## src/rtl/alu4_pkg.sv

```systemverilog
// alu4_pkg: shared opcodes, widths and sequencer state type for the 4-bit ALU issue path
package alu4_pkg;

    localparam int ALU_W   = 4;
    localparam int RF_AW   = 2;
    localparam int OPCNT_W = 8;

    localparam logic [3:0] OP_ORR  = 4'b0000;
    localparam logic [3:0] OP_AND  = 4'b0001;
    localparam logic [3:0] OP_XOR  = 4'b0010;
    localparam logic [3:0] OP_NOR  = 4'b0011;
    localparam logic [3:0] OP_NAND = 4'b0100;
    localparam logic [3:0] OP_XNOR = 4'b0101;
    localparam logic [3:0] OP_ANDN = 4'b0110;
    localparam logic [3:0] OP_ORN  = 4'b0111;
    localparam logic [3:0] OP_INC  = 4'b1000;
    localparam logic [3:0] OP_DEC  = 4'b1001;
    localparam logic [3:0] OP_ADD  = 4'b1010;
    localparam logic [3:0] OP_SUB  = 4'b1011;
    localparam logic [3:0] OP_MUL  = 4'b1100;
    localparam logic [3:0] OP_SHR  = 4'b1101;
    localparam logic [3:0] OP_SHL  = 4'b1110;
    localparam logic [3:0] OP_NOT  = 4'b1111;

    typedef enum logic [1:0] {
        IDLE,
        ISSUE,
        RESP
    } state_e;

endpackage

```

## src/rtl/alu4_regfile.sv

```systemverilog
// alu4_regfile: operand register file with two async read ports and one sync write port
module alu4_regfile
    import alu4_pkg::*;
#(
    parameter int W    = ALU_W,
    parameter int RA_W = RF_AW
) (
    input  logic            clk,
    input  logic            rst,
    input  logic [RA_W-1:0] ra1,
    input  logic [RA_W-1:0] ra2,
    output logic [W-1:0]    rd1,
    output logic [W-1:0]    rd2,
    input  logic            we,
    input  logic [RA_W-1:0] wa,
    input  logic [W-1:0]    wd
);

    logic [W-1:0] rf_q [2**RA_W];
    logic [W-1:0] rf_d [2**RA_W];

    assign rd1 = rf_q[ra1];
    assign rd2 = rf_q[ra2];

    // next register contents: single write port
    always_comb begin
        rf_d = rf_q;
        if (we) rf_d[wa] = wd;
    end

    // register storage, cleared by reset
    always_ff @(posedge clk) begin
        if (rst) rf_q <= '{default: '0};
        else     rf_q <= rf_d;
    end

endmodule

```

## src/rtl/alu4_issue_ctrl.sv

```systemverilog
// alu4_issue_ctrl: command sequencer driving the 4-bit ALU and returning results on a response stream
module alu4_issue_ctrl
    import alu4_pkg::*;
#(
    parameter int W     = ALU_W,
    parameter int RA_W  = RF_AW,
    parameter int CNT_W = OPCNT_W
) (
    input  logic             clk,
    input  logic             rst,
    input  logic             cmd_valid,
    output logic             cmd_ready,
    input  logic             cmd_load,
    input  logic [3:0]       cmd_opcode,
    input  logic [RA_W-1:0]  cmd_rd,
    input  logic [RA_W-1:0]  cmd_rs1,
    input  logic [RA_W-1:0]  cmd_rs2,
    input  logic [W-1:0]     cmd_imm,
    output logic [W-1:0]     a,
    output logic [W-1:0]     b,
    output logic [3:0]       opcode,
    input  logic [W-1:0]     x,
    input  logic [W-1:0]     y,
    output logic             rsp_valid,
    input  logic             rsp_ready,
    output logic [W-1:0]     rsp_x,
    output logic [W-1:0]     rsp_y,
    output logic [W-1:0]     hi,
    output logic [CNT_W-1:0] op_count
);

    state_e           state_q, state_d;
    logic [W-1:0]     a_q, a_d, b_q, b_d;
    logic [3:0]       opcode_q, opcode_d;
    logic [RA_W-1:0]  rd_q, rd_d;
    logic [W-1:0]     rsp_x_q, rsp_x_d, rsp_y_q, rsp_y_d;
    logic [W-1:0]     hi_q, hi_d;
    logic [CNT_W-1:0] cnt_q, cnt_d;
    logic             accept, rsp_done, in_issue;
    logic             rf_we;
    logic [RA_W-1:0]  rf_wa;
    logic [W-1:0]     rf_wd, rs1_val, rs2_val;

    assign accept   = cmd_valid & cmd_ready;
    assign rsp_done = rsp_valid & rsp_ready;
    assign in_issue = state_q == ISSUE;

    // the ISSUE-cycle capture shares the single write port with immediate loads
    assign rf_we = (accept & cmd_load) | in_issue;
    assign rf_wa = in_issue ? rd_q : cmd_rd;
    assign rf_wd = in_issue ? x : cmd_imm;

    alu4_regfile #(.W(W), .RA_W(RA_W)) u_rf (
        .clk (clk),
        .rst (rst),
        .ra1 (cmd_rs1),
        .ra2 (cmd_rs2),
        .rd1 (rs1_val),
        .rd2 (rs2_val),
        .we  (rf_we),
        .wa  (rf_wa),
        .wd  (rf_wd)
    );

    // state register
    always_ff @(posedge clk) begin
        if (rst) state_q <= IDLE;
        else     state_q <= state_d;
    end

    // next state: loads skip ISSUE, ALU ops spend exactly one cycle there
    always_comb begin
        state_d = state_q;
        case (state_q)
            IDLE:    if (accept) state_d = cmd_load ? RESP : ISSUE;
            ISSUE:   state_d = RESP;
            RESP:    if (rsp_ready) state_d = IDLE;
            default: state_d = IDLE;
        endcase
    end

    // handshake outputs decoded purely from state, so ready never depends on valid
    always_comb begin
        cmd_ready = state_q == IDLE;
        rsp_valid = state_q == RESP;
    end

    // datapath next values: operands on accept, result capture in ISSUE, count on handshake
    always_comb begin
        a_d      = a_q;
        b_d      = b_q;
        opcode_d = opcode_q;
        rd_d     = rd_q;
        rsp_x_d  = rsp_x_q;
        rsp_y_d  = rsp_y_q;
        hi_d     = hi_q;
        cnt_d    = cnt_q;
        if (accept && !cmd_load) begin
            a_d      = rs1_val;
            b_d      = rs2_val;
            opcode_d = cmd_opcode;
            rd_d     = cmd_rd;
        end
        if (accept && cmd_load) begin
            rsp_x_d = cmd_imm;
            rsp_y_d = '0;
        end
        if (in_issue) begin
            rsp_x_d = x;
            rsp_y_d = y;
            hi_d    = y;
        end
        if (rsp_done) cnt_d = cnt_q + CNT_W'(1);
    end

    // datapath registers
    always_ff @(posedge clk) begin
        if (rst) begin
            a_q      <= '0;
            b_q      <= '0;
            opcode_q <= '0;
            rd_q     <= '0;
            rsp_x_q  <= '0;
            rsp_y_q  <= '0;
            hi_q     <= '0;
            cnt_q    <= '0;
        end else begin
            a_q      <= a_d;
            b_q      <= b_d;
            opcode_q <= opcode_d;
            rd_q     <= rd_d;
            rsp_x_q  <= rsp_x_d;
            rsp_y_q  <= rsp_y_d;
            hi_q     <= hi_d;
            cnt_q    <= cnt_d;
        end
    end

    assign a        = a_q;
    assign b        = b_q;
    assign opcode   = opcode_q;
    assign rsp_x    = rsp_x_q;
    assign rsp_y    = rsp_y_q;
    assign hi       = hi_q;
    assign op_count = cnt_q;

endmodule

```

## config.mk

```make
export PLATFORM = sky130hd
export DESIGN_NAME = alu4_issue_ctrl
export DESIGN_NICKNAME = d
export VERILOG_FILES = /design/src/rtl/alu4_pkg.sv /design/src/rtl/alu4_regfile.sv /design/src/rtl/alu4_issue_ctrl.sv
export SDC_FILE = /design/constraint.sdc
export NUM_CORES = 1
export LEC_CHECK = 0
export CAP_MARGIN = 20
export CORE_MARGIN = 1
export CORE_UTILIZATION = 52
export DETAILED_ROUTE_END_ITERATION = 10
export GPL_TIMING_DRIVEN = 0
export PLACE_DENSITY = 0.84
export SLEW_MARGIN = 10
export SYNTH_ARGS = -nofsm -noshare
export SYNTH_HDL_FRONTEND = slang
export SYNTH_SLANG_ARGS = --single-unit
```

## constraint.sdc

```tcl
create_clock -name clk -period 3.75 [get_ports clk]
set_input_delay 0.75 -clock clk [delete_from_list [all_inputs] [get_ports clk]]
set_output_delay 0.75 -clock clk [all_outputs]
set_load 0.02 [all_outputs]
```

==> results.yml <==
min_path:
  hp-class: "reg2reg"
placement:
  dpl.hpwl_mm: 4.30
  preCtsSetupSlack_ns: 1.34
  io_buffers: 59
  gp_congestion: 0.892
sta:
  clock_skew_ns: 0.00583
  slew_headroom_pct: 57.3
  min_period_ns: 2.75
  tns_ns: 0
  fin_ws_ns: 0.995
  worst_pin_slew_ns: 0.622
  rsz0062_at_grt: "no"
  final-hold-violation-count: 0
  period_share_pct: 73.5
  whs_ns: 0.457
  slew_violations: 0
  fmax_ghz: 0.363
  finalSetupViolCount: 0
route:
  vias: 2156
  ant_nets: 0
  avgRoutedWirePerCell_um: 15.8
  dr.pass1.iters: 4
  route.detailed.drc: 0
  wl_mm: 5.65
  first_iter_violations: 128
  vias_per_cell: 6.02
cts:
  cts_setup_buffers: 0
  cts_tree: "built"
  cts_buffer_depth: 2
  path_clk_slew_ns: 0.08
  cts_buffers: 5
  htreeDepth: 2
  clk_latency_ns: 0.30
  cts_sinks: 52
  cts_resized: 0
  cts_root_buffer: "clkbuf_8"
  hold_buffers: 0
grt:
  grt_max_degree: 15
  antenna_found_initial: 0
  grt_use_met3_pct: 4.22
  grt_use_met2_pct: 40.9
  grt_first_pass_wirelength_mm: 9.38
  grt_pass1_vias: 2000
  grt_util_met1_pct: 32.0
  grt-ovfl-total: 0
  top_usage_layer: "met2"
  grt.total_usage_pct: 24.5
synthesis:
  synth-edff-count: 0
  yosysTopAreaCellShare_pct: 44.1
  yosys.area.top_type: "dfxtp_1"
  synth_area_um2: 2360
  yosysSeqAreaShare_pct: 44.1
  yosysWarnings: 0
  yosysUniqueCellTypes: 37
  ys.flop_type: "dfxtp_1"
  synth_area_per_cell_um2: 9.83
  synth_area_leaders: "dfxtp_1 (44%), mux4_2 (7.6%), a21oi_1 (6.8%)"
  ys_ff_latch: 52
  synthArstFlopShare_pct: 0
  syn_inst: 240
  synth_fp_nets: 268
pwr:
  total_power_mw: 1.09
  powerDensity_nw_per_um2: 349
  ir_worst_vdd_mv: 0.278
  leakage_nw: 1.05
critical_path:
  endpoint_kind: "primary output"
  critPathBufInv: 4
  worstPathRequired_ns: 3.00
  worstSetupPathType: "reg2out"
  crit_chain: "buf_6 -> clkbuf_1 -> inv_1 -> nor2_1 -> clkdlybuf4s50_1"
  critPathTopFamily: "buffers and inverters"
  start_kind: "flop"
  worst_path_largest_cell_delay_ns: 0.62
  crit_path_top_delay_cell: "clkdlybuf4s50_1"
  cp_data_arrival_time_ns: 2.00
  cp_max_fo: 10
run_status:
  status: "finished, final reports clean"
floorplan:
  pin_count: 61
  die_h_um: 69.4
  row_count: 24
  initial_core_util_pct: 54.2
  core-area_um2: 4350
  fp.dieW_um: 69.4
  dieArea_um2: 4810
job:
  maxCapViolations: 0
final_layout:
  syn_to_final_growth_pct: 31.9
  final_layout_size_suffix_gt1_share_pct: 9.48
  nets: 334
  n_antenna_cell: 0
  nFillCells: 345
## cell families (layout without fill, tap and decap cells)
family                   count (synthesis)  after routing  synth area share [%]
flip-flops                              52             52                  44.1
AND/OR/NAND/NOR                         69             69                  16.4
buffers and inverters                   20             86                  4.19
multiplexers                            13             13                  9.76
adder cells (fa/ha/maj)                  1              1                 0.530
XOR/XNOR                                 2              2                 0.742
AO/OA/AOI/OAI                           83             83                  24.3
## placed cells by master (no fill, tap or decap), types with 5 or more instances in the layout
| master | n |
|---|---|
| dfxtp_1 | 52 |
| nor2_1 | 7 |
| clkdlybuf4s50_1 | 59 |
| mux2i_1 | 5 |
| clkbuf_8 | 7 |
| o31ai_1 | 17 |
| mux4_2 | 8 |
| nand2_1 | 39 |
| o2111ai_1 | 16 |
| o21ai_0 | 5 |
| clkbuf_1 | 9 |
| a21oi_1 | 32 |
## worst reg2reg max path: stages (launching register included)
cell	delay, ns
dfxtp_1	0.46
nor2b_1	0.15
buf_2	0.23
mux2i_1	0.59
a211oi_1	0.16
## metrics by stage
stage | utilization, % | cell area, um2 | instances
2_1_floorplan | - | 2360 | 240
5_1_grt | 71.5 | 3110 | 358
3_3_place_gp | 69.3 | 3020 | 351
3_5_place_dp | 69.3 | 3020 | 351
4_1_cts | 71.5 | 3110 | 358
6_report | 71.5 | 3110 | 358
## worst paths after layout
| check | startpoint | end | slack (ns) | cells past startpoint |
|---|---|---|---|---|
| max | state_q[1]$_SDFFE_PP0P_ | rsp_valid | 1.0 | 5 |
| min | b[0]$_SDFFE_PP0P_ | b[0]$_SDFFE_PP0P_ | 0.46 | 2 |
| max reg2reg | state_q[0]$_SDFFE_PP0P_ | rsp_x[0]$_SDFFE_PP0P_ | 2.02 | 4 |
| min reg2reg | b[0]$_SDFFE_PP0P_ | b[0]$_SDFFE_PP0P_ | 0.46 | 2 |
## synth_stat cells (all sizes together), types with 4 or more instances
cell type,count
mux2i,5
a21oi,32
nand2,39
or4,4
mux4,8
o2111ai,16
buf,7
o31ai,20
o21ai,5
clkbuf,9
a211oi,4
o21a,5
nor2,7
dfxtp,52
## metal layers
layer  wire length, um  vias up
met2              2780       69
met3               282        9
met4                95        0
li1                  -     1050
met1              2490     1028
met5                 0        -
## power by group
part | total [mW] | switching [mW] | internal [mW]
combinational | 0.169 | 0.0893 | 0.0801
clock | 0.334 | 0.170 | 0.164
sequential | 0.582 | 0.0130 | 0.569
total | 1.09 | 0.272 | 0.814
## cell type report
| cell class | instances | area [um2] | area share (%) |
|---|---|---|---|
| plain buffers | 16 | 83.8 | 2.69 |
| clock buffers | 7 | 96.3 | 3.10 |
| inverters | 4 | 15.0 | 0.483 |
| multi-input cells | 168 | 1220 | 39.2 |
| flip-flops and latches | 52 | 1040 | 33.5 |
| well taps | 52 | 65.1 | 2.09 |
| repair buffers | 59 | 591 | 19.0 |
## flip-flops by register name (all words and copies together), names as in the netlist
signal     flops
b              4
rd_q           2
opcode         4
hi             4
op_count       8
rsp_x          4
state_q        2
rsp_y          4
u_rf.rf_q     16
a              4
Power figures use the tool's default switching activity.
